### src/rtl/sfa_in_switch_arb.sv
// sfa_in_switch_arb: registered N-to-1 AXI-Stream input switch.
// Selects one slave stream (static CONF or round-robin) onto the master
// stream, switching only at packet boundaries, through a 2-entry skid buffer.
module sfa_in_switch_arb #(
    parameter int N_CH  = 4,
    parameter int DW    = 32,
    parameter int SEL_W = 2
) (
    input  logic                 ACLK,
    input  logic                 ARESET,
    input  logic                 MODE,
    input  logic [SEL_W-1:0]     CONF,
    input  logic [N_CH-1:0]      s_tvalid,
    input  logic [N_CH*DW-1:0]   s_tdata,
    input  logic [N_CH-1:0]      s_tlast,
    output logic [N_CH-1:0]      s_tready,
    output logic                 mi_tvalid,
    output logic [DW-1:0]        mi_tdata,
    output logic                 mi_tlast,
    input  logic                 mi_tready,
    output logic [SEL_W-1:0]     GRANT,
    output logic                 BUSY
);

    typedef enum logic {
        ST_ARB  = 1'b0,
        ST_PASS = 1'b1
    } state_t;

    state_t            state, state_nxt;
    logic [SEL_W-1:0]  grant, grant_nxt;

    // Output stage: main register drives mi_*, skid catches one beat under backpressure
    logic              main_valid, skid_valid;
    logic [DW-1:0]     main_data,  skid_data;
    logic              main_last,  skid_last;

    // Granted channel view
    logic              sel_valid;
    logic              sel_last;
    logic [DW-1:0]     sel_data;
    logic              conf_valid;

    // Round-robin search results
    logic              hi_found, lo_found;
    logic [SEL_W-1:0]  hi_idx,   lo_idx;

    logic              accept;
    logic              drain;

    // Mux the granted channel and the statically configured channel's valid
    always_comb begin
        sel_valid  = 1'b0;
        sel_last   = 1'b0;
        sel_data   = '0;
        conf_valid = 1'b0;
        for (int unsigned i = 0; i < N_CH; i++) begin
            if (SEL_W'(i) == grant) begin
                sel_valid = s_tvalid[i];
                sel_last  = s_tlast[i];
                sel_data  = s_tdata[i*DW +: DW];
            end
            if (SEL_W'(i) == CONF) begin
                conf_valid = s_tvalid[i];
            end
        end
    end

    // Cyclic search from grant+1 to grant: prefer lowest valid index above
    // grant, else wrap to lowest valid index at or below grant
    always_comb begin
        hi_found = 1'b0;
        lo_found = 1'b0;
        hi_idx   = '0;
        lo_idx   = '0;
        for (int unsigned i = 0; i < N_CH; i++) begin
            if (s_tvalid[i]) begin
                if (SEL_W'(i) > grant) begin
                    if (!hi_found) begin
                        hi_found = 1'b1;
                        hi_idx   = SEL_W'(i);
                    end
                end else begin
                    if (!lo_found) begin
                        lo_found = 1'b1;
                        lo_idx   = SEL_W'(i);
                    end
                end
            end
        end
    end

    // Ready depends only on registered state, never on mi_tready
    always_comb begin
        s_tready = '0;
        for (int unsigned i = 0; i < N_CH; i++) begin
            s_tready[i] = (state == ST_PASS) && !skid_valid && (SEL_W'(i) == grant);
        end
    end

    assign accept = (state == ST_PASS) && sel_valid && !skid_valid;
    assign drain  = main_valid && mi_tready;

    // Next-state and grant selection
    always_comb begin
        state_nxt = state;
        grant_nxt = grant;
        case (state)
            ST_ARB: begin
                if (!MODE) begin
                    grant_nxt = CONF;
                    if (conf_valid) begin
                        state_nxt = ST_PASS;
                    end
                end else begin
                    if (hi_found) begin
                        grant_nxt = hi_idx;
                        state_nxt = ST_PASS;
                    end else if (lo_found) begin
                        grant_nxt = lo_idx;
                        state_nxt = ST_PASS;
                    end
                end
            end
            ST_PASS: begin
                if (accept && sel_last) begin
                    state_nxt = ST_ARB;
                end
            end
            default: begin
                state_nxt = ST_ARB;
            end
        endcase
    end

    // State and grant registers
    always_ff @(posedge ACLK) begin
        if (ARESET) begin
            state <= ST_ARB;
            grant <= '0;
        end else begin
            state <= state_nxt;
            grant <= grant_nxt;
        end
    end

    // Main/skid buffer: skid refills main on drain; accepted beat goes to
    // main when it is empty or draining, else into skid
    always_ff @(posedge ACLK) begin
        if (ARESET) begin
            main_valid <= 1'b0;
            main_data  <= '0;
            main_last  <= 1'b0;
            skid_valid <= 1'b0;
            skid_data  <= '0;
            skid_last  <= 1'b0;
        end else if (skid_valid) begin
            if (drain) begin
                main_data  <= skid_data;
                main_last  <= skid_last;
                skid_valid <= 1'b0;
            end
        end else if (accept) begin
            if (!main_valid || drain) begin
                main_valid <= 1'b1;
                main_data  <= sel_data;
                main_last  <= sel_last;
            end else begin
                skid_valid <= 1'b1;
                skid_data  <= sel_data;
                skid_last  <= sel_last;
            end
        end else if (drain) begin
            main_valid <= 1'b0;
        end
    end

    assign mi_tvalid = main_valid;
    assign mi_tdata  = main_data;
    assign mi_tlast  = main_last;
    assign GRANT     = grant;
    assign BUSY      = (state == ST_PASS);

endmodule

### config.mk
export PLATFORM = sky130hd
export DESIGN_NAME = sfa_in_switch_arb
export DESIGN_NICKNAME = d
export VERILOG_FILES = /design/src/rtl/sfa_in_switch_arb.sv
export SDC_FILE = /design/constraint.sdc
export NUM_CORES = 1
export LEC_CHECK = 0
export ABC_AREA = 1
export BUFFER_PORTS_ARGS = -buffer_cell sky130_fd_sc_hd__buf_2
export CAP_MARGIN = 15
export CORE_UTILIZATION = 25
export DETAILED_ROUTE_END_ITERATION = 10
export PLACE_DENSITY = 0.52
export SLEW_MARGIN = 25
export SYNTH_ARGS = -nofsm -noshare
export SYNTH_HDL_FRONTEND = slang
export SYNTH_SLANG_ARGS = --single-unit
### constraint.sdc
create_clock -name ACLK -period 4.74 [get_ports ACLK]
set_input_delay 0.474 -clock ACLK [delete_from_list [all_inputs] [get_ports ACLK]]
set_output_delay 0.474 -clock ACLK [all_outputs]
set_load 0.1 [all_outputs]
# [Word level (Yosys, flattened, before mapping)]
# Cells that the tools add are included.
[word_totals] wordCells=119 ff_bits=71
[op_classes] n_lt_le_gt_ge=4 eq_ne=9 reduce_logical=21 bitwise=3 mux=74
[ops] cell="32-bit two-way mux" n=8
[ops] cell="1-bit two-way mux" n=50
[ops] cell="2-bit two-way mux" n=15
[ops] cell="1-bit logical AND" n=9
[ops] cell="3-bit AND reduction" n=3
[ops] cell="2-bit equality test (first input constant)" n=4
[ops] cell="2-bit nonzero test" n=3
[ops] cell="1-bit by 2-bit equality test with 1-bit output (first input constant)" n=2
[ops] cell="1-bit by 2-bit greater-than comparator with 1-bit output (first input constant)" n=2
[ops] cell="2-bit greater-than comparator (first input constant)" n=2
[ops] cell="2-bit zero test" n=2
[ops] cell="2-bit by 1-bit != test with 1-bit output (second input constant)" n=2
[ops] cell="3-bit by 1-bit != test with 1-bit output (second input constant)" n=1
[ops] cell="1-bit NOT" n=3
[ops] cell="1-bit zero test" n=2
[ops] cell="1-bit case mux with 2 select lines" n=1
[ops] cell="2-bit AND reduction" n=1
[ops] cell="1-bit logical OR" n=1

# [Longest topological paths before layout]
[logic_depth] word_depth=15 depth_mapped=13

# [Least setup slack after synthesis]
# OpenSTA, ideal clock, no wires.
[synth_path] path_type="reg2out" startpoint="register state (netlist: BUSY)" endpoint="output port s_tready[1]" arrival_time_ns=3.427 path_buffers=0 stages_incl_launch_ff=5 slack_ns=0.839 path_cell_list="dfxtp_1 -> inv_1 -> nor2_1 -> inv_1 -> nor3_1"
[synth_between] elab_chain_cells=2
[synth_lines] element="start: declaration" line_no="30" rtl="state_t state, state_nxt;"
[synth_lines] element="start signal: assignment" line_no="142" rtl="state <= state_nxt;"
[synth_lines] element="1-bit logical AND (2 in a row)" line_no="97" rtl="s_tready[i] = (state == ST_PASS) && !skid_valid && (SEL_W'(i) == grant);"
[synth_lines] element="end: declaration" line_no="16" rtl="output logic [N_CH-1:0] s_tready,"
# Every way passes these cells.

# [Worst setup path in the final report]
[layout_path] startpoint="register grant[1] (netlist: GRANT[1])" endpoint="register skid_data[13]"
[layout_between] elab_chain_cells=8
[layout_lines] element="start: declaration" line_no="31" rtl="logic [SEL_W-1:0] grant, grant_nxt;"
[layout_lines] element="start signal: assignment" line_no="143" rtl="grant <= grant_nxt;"
[layout_lines] element="2-bit zero test" line_no="58" rtl="if (SEL_W'(i) == grant) begin"
[layout_lines] element="1-bit two-way mux (4 in a row)" line_no="58"
[layout_lines] element="1-bit logical AND (2 in a row)" line_no="101" rtl="assign accept = (state == ST_PASS) && sel_valid && !skid_valid;"
[layout_lines] element="3-bit AND reduction (no line)"
[layout_lines] element="end signal: assignment" line_no="170" rtl="skid_data <= sel_data;"
[layout_lines] element="end: declaration" line_no="35" rtl="logic [DW-1:0] main_data, skid_data;"
# Parallel ways exist; a longest one is shown, timed or not.
# A chain may end at the register's enable or synchronous reset.

==> impl_metrics.env <==
export IMPL_status="completed"
export IMPL_clk_latency_ns=0.33
export IMPL_core_area_um2=16500
export IMPL_instances_no_fill=1107
export IMPL_syn_inst=731
export IMPL_drtPass1Iterations=4
export IMPL_max_slew_margin_pct=35.4
export IMPL_grt_overflow=0
export IMPL_cts_tree="built"
export IMPL_drive_gt1_share_pct=23.7
export IMPL_path_max_fanout=35
export IMPL_clk_pin_slew_ns=0.06
export IMPL_async_flop_share_pct=0
export IMPL_yosys_warnings=0
export IMPL_num_vias=4787
export IMPL_syn_num_nets=873
export IMPL_gp_congestion=0.809
export IMPL_final_hold_violation_count=0
export IMPL_layout_nets=1026
export IMPL_leakage_uw=0.00286
export IMPL_place_area_um2=5180
export IMPL_drt_iter0_markers=238
export IMPL_rows=47
export IMPL_max_stage_delay_ns=0.87
export IMPL_cpMaxStageDelayCell="dfxtp_1"
export IMPL_p_total_uw=2090
export IMPL_netlist_area_leader_share_pct=33.9
export IMPL_cts_resized_gates=0
export IMPL_fillers=1855
export IMPL_dpl_worst_slack_ns=1.41
export IMPL_antenna_found_initial=0
export IMPL_ant_nets=0
export IMPL_synth_edff_count=0
export IMPL_hpwl_um=9220
export IMPL_fp_dieH_um=132
export IMPL_pwr_share_clk_pct=29.8
export IMPL_fin_ws_ns=1.40
export IMPL_synth_cell_types=22
export IMPL_swShare_pct=42.4
export IMPL_design_area_um2=5450
export IMPL_p_per_area_nw_per_um2=383
export IMPL_start_util_pct=25.5
export IMPL_critical_path_class="reg2reg"
export IMPL_timing_final_crit_share_pct=70.5
export IMPL_grt_pass1_wl_um=22100
export IMPL_io_pins=183
export IMPL_ys_top_cells_by_count="nand2_1 (339), nor2_1 (82), dfxtp_1 (71), inv_1 (60), a21oi_1 (41)"
export IMPL_die_area_um2=17300
export IMPL_fin_setup_tns_ns=0
export IMPL_drc=0
export IMPL_track_usage_pct=15.9
export IMPL_n_antenna_cell=0
export IMPL_cts_sinks=71
export IMPL_seq_power_share_pct=32.4
export IMPL_worstPathCellList="nand2_4, inv_2, nand2_4, nand2_1, nor2_1, nor2_2, nand2_2, clkinv_2, nand2_1, a21oi_1"
export IMPL_cp_num_buf_inv=2
export IMPL_max_slew_worst_pin_slew_ns=0.967
export IMPL_slew_violations=0
export IMPL_layout_min_cycle_time_ns=3.34
export IMPL_setup_viol=0
export IMPL_port_buffers=182
export IMPL_place_inst=1093
export IMPL_hold_buffers=0
export IMPL_grt_setup_unrepaired="no"
export IMPL_syn_avg_cell_area_um2=5.74
export IMPL_seq_area_um2=1420
export IMPL_start_kind="flip-flop"
export IMPL_netlist_top_cells_area="dfxtp_1 (34%), nand2_1 (30%), nor2_1 (7.3%)"
export IMPL_required_ns=5.00
export IMPL_die_width_um=132
export IMPL_multi_input_area_um2=2310
export IMPL_yosysSeqAreaShare_pct=33.9
export IMPL_p_int_uw=1200
export IMPL_clock_skew_ns=0.00512
export IMPL_htreeDepth=3
export IMPL_wl_per_cell_um=12.1
export IMPL_drt_wl_total_um=13400
export IMPL_cp_arrival_ns=3.60
export IMPL_grt_max_degree=67
export IMPL_comb_power_share_pct=37.8
export IMPL_viasPerCell=4.32
export IMPL_synth_largest_area_cell="dfxtp_1"
export IMPL_syn_area_um2=4200
export IMPL_syn_to_final_growth_pct=29.7
export IMPL_postCtsSetupBuffers=0
export IMPL_grt_pass1_vias=4457
export IMPL_ir_drop_v=0.000189
export IMPL_synth_flop_cell="dfxtp_1"
export IMPL_crit_path_end_kind="flip-flop"
export IMPL_critPathTopFamily="simple AND/OR/NAND/NOR gates"
export IMPL_p_sw_uw=884
export IMPL_fmax_ghz=0.299
export IMPL_cts_root_buffer="clkbuf_16"
export IMPL_cap_violations=0
export IMPL_ys_seq_elements=71
export IMPL_cts_buffer_depth=2
export IMPL_yosysMostFrequentCell="nand2_1"
export IMPL_hold_path_class="reg2reg"
export IMPL_numCtsBuffers=9
## sequential cells by signal, summed over array words and instances (netlist names)
| register | flops |
|---|---|
| BUSY | 1 |
| GRANT | 2 |
| mi_tdata | 32 |
| mi_tlast | 1 |
| mi_tvalid | 1 |
| skid_data | 32 |
| skid_last | 1 |
| skid_valid | 1 |
## path summary, 6_finish.rpt
check        slack [ns]                       start  depth (start not counted)                         end
max                1.40       GRANT[1]$_SDFFE_PP0P_                         10  skid_data[13]$_SDFFE_PP0P_
min                0.46  skid_data[15]$_SDFFE_PP0P_                          2  skid_data[15]$_SDFFE_PP0P_
max reg2reg        1.40       GRANT[1]$_SDFFE_PP0P_                         10  skid_data[13]$_SDFFE_PP0P_
min reg2reg        0.46  skid_data[15]$_SDFFE_PP0P_                          2  skid_data[15]$_SDFFE_PP0P_
## power by group through the flow
stage          registers [uW]  logic [uW]  clock network [uW]
6_report                  675         789                 622
5_1_grt                   683         867                 663
4_1_cts                   676         799                 639
3_5_place_dp              688         796                   0
3_3_place_gp              688         800                   0
2_1_floorplan             962         339                   0
## layout by cell type (no fill, tap or decap), drive strengths merged
cell type and count:
nor3 4, buf 185, a21oi 41, nand2 342
nand4 21, o21ai 45, clkbuf 13, nor2 85
inv 63, dfxtp 71, clkinv 2, nand3 15
## logic make-up after synthesis
logic type | Yosys count | share of synthesized area (%)
buffers and inverters | 107 | 11.3
AO/OA/AOI/OAI | 86 | 10.3
AND/OR/NAND/NOR | 467 | 44.6
flip-flops | 71 | 33.9
## through the flow
stage	utilization, %	hold WS [ns]
floorplan	-	0.445
global placement	31.5	0.454
detailed placement	31.5	0.455
CTS	33.1	0.457
global route	33.1	0.482
finish	33.1	0.463
## per-layer routing
layer | wire, um | track usage, %
met5 | 0 | 0
met4 | 135 | 4.13
met3 | 528 | 3.43
met2 | 6450 | 27.2
met1 | 6290 | 20.1
## cell type report
type / count / share of cell area [%]
clock inverters: 1 / 0.0919
inverters: 64 / 4.43
flip-flops and latches: 71 / 26.1
well taps: 220 / 5.05
repair buffers: 185 / 17.1
clock buffers: 13 / 4.78
multi-input cells: 553 / 42.4
## worst register-to-register path, delay by kind of cell (launching register included)
family	cells	cell delay, ns
AND/OR/NAND/NOR	7	1.19
buffers and inverters	2	1.08
flip-flops	1	0.87
AO/OA/AOI/OAI	1	0.13
Note: power is estimated with default switching activity, not from simulation.
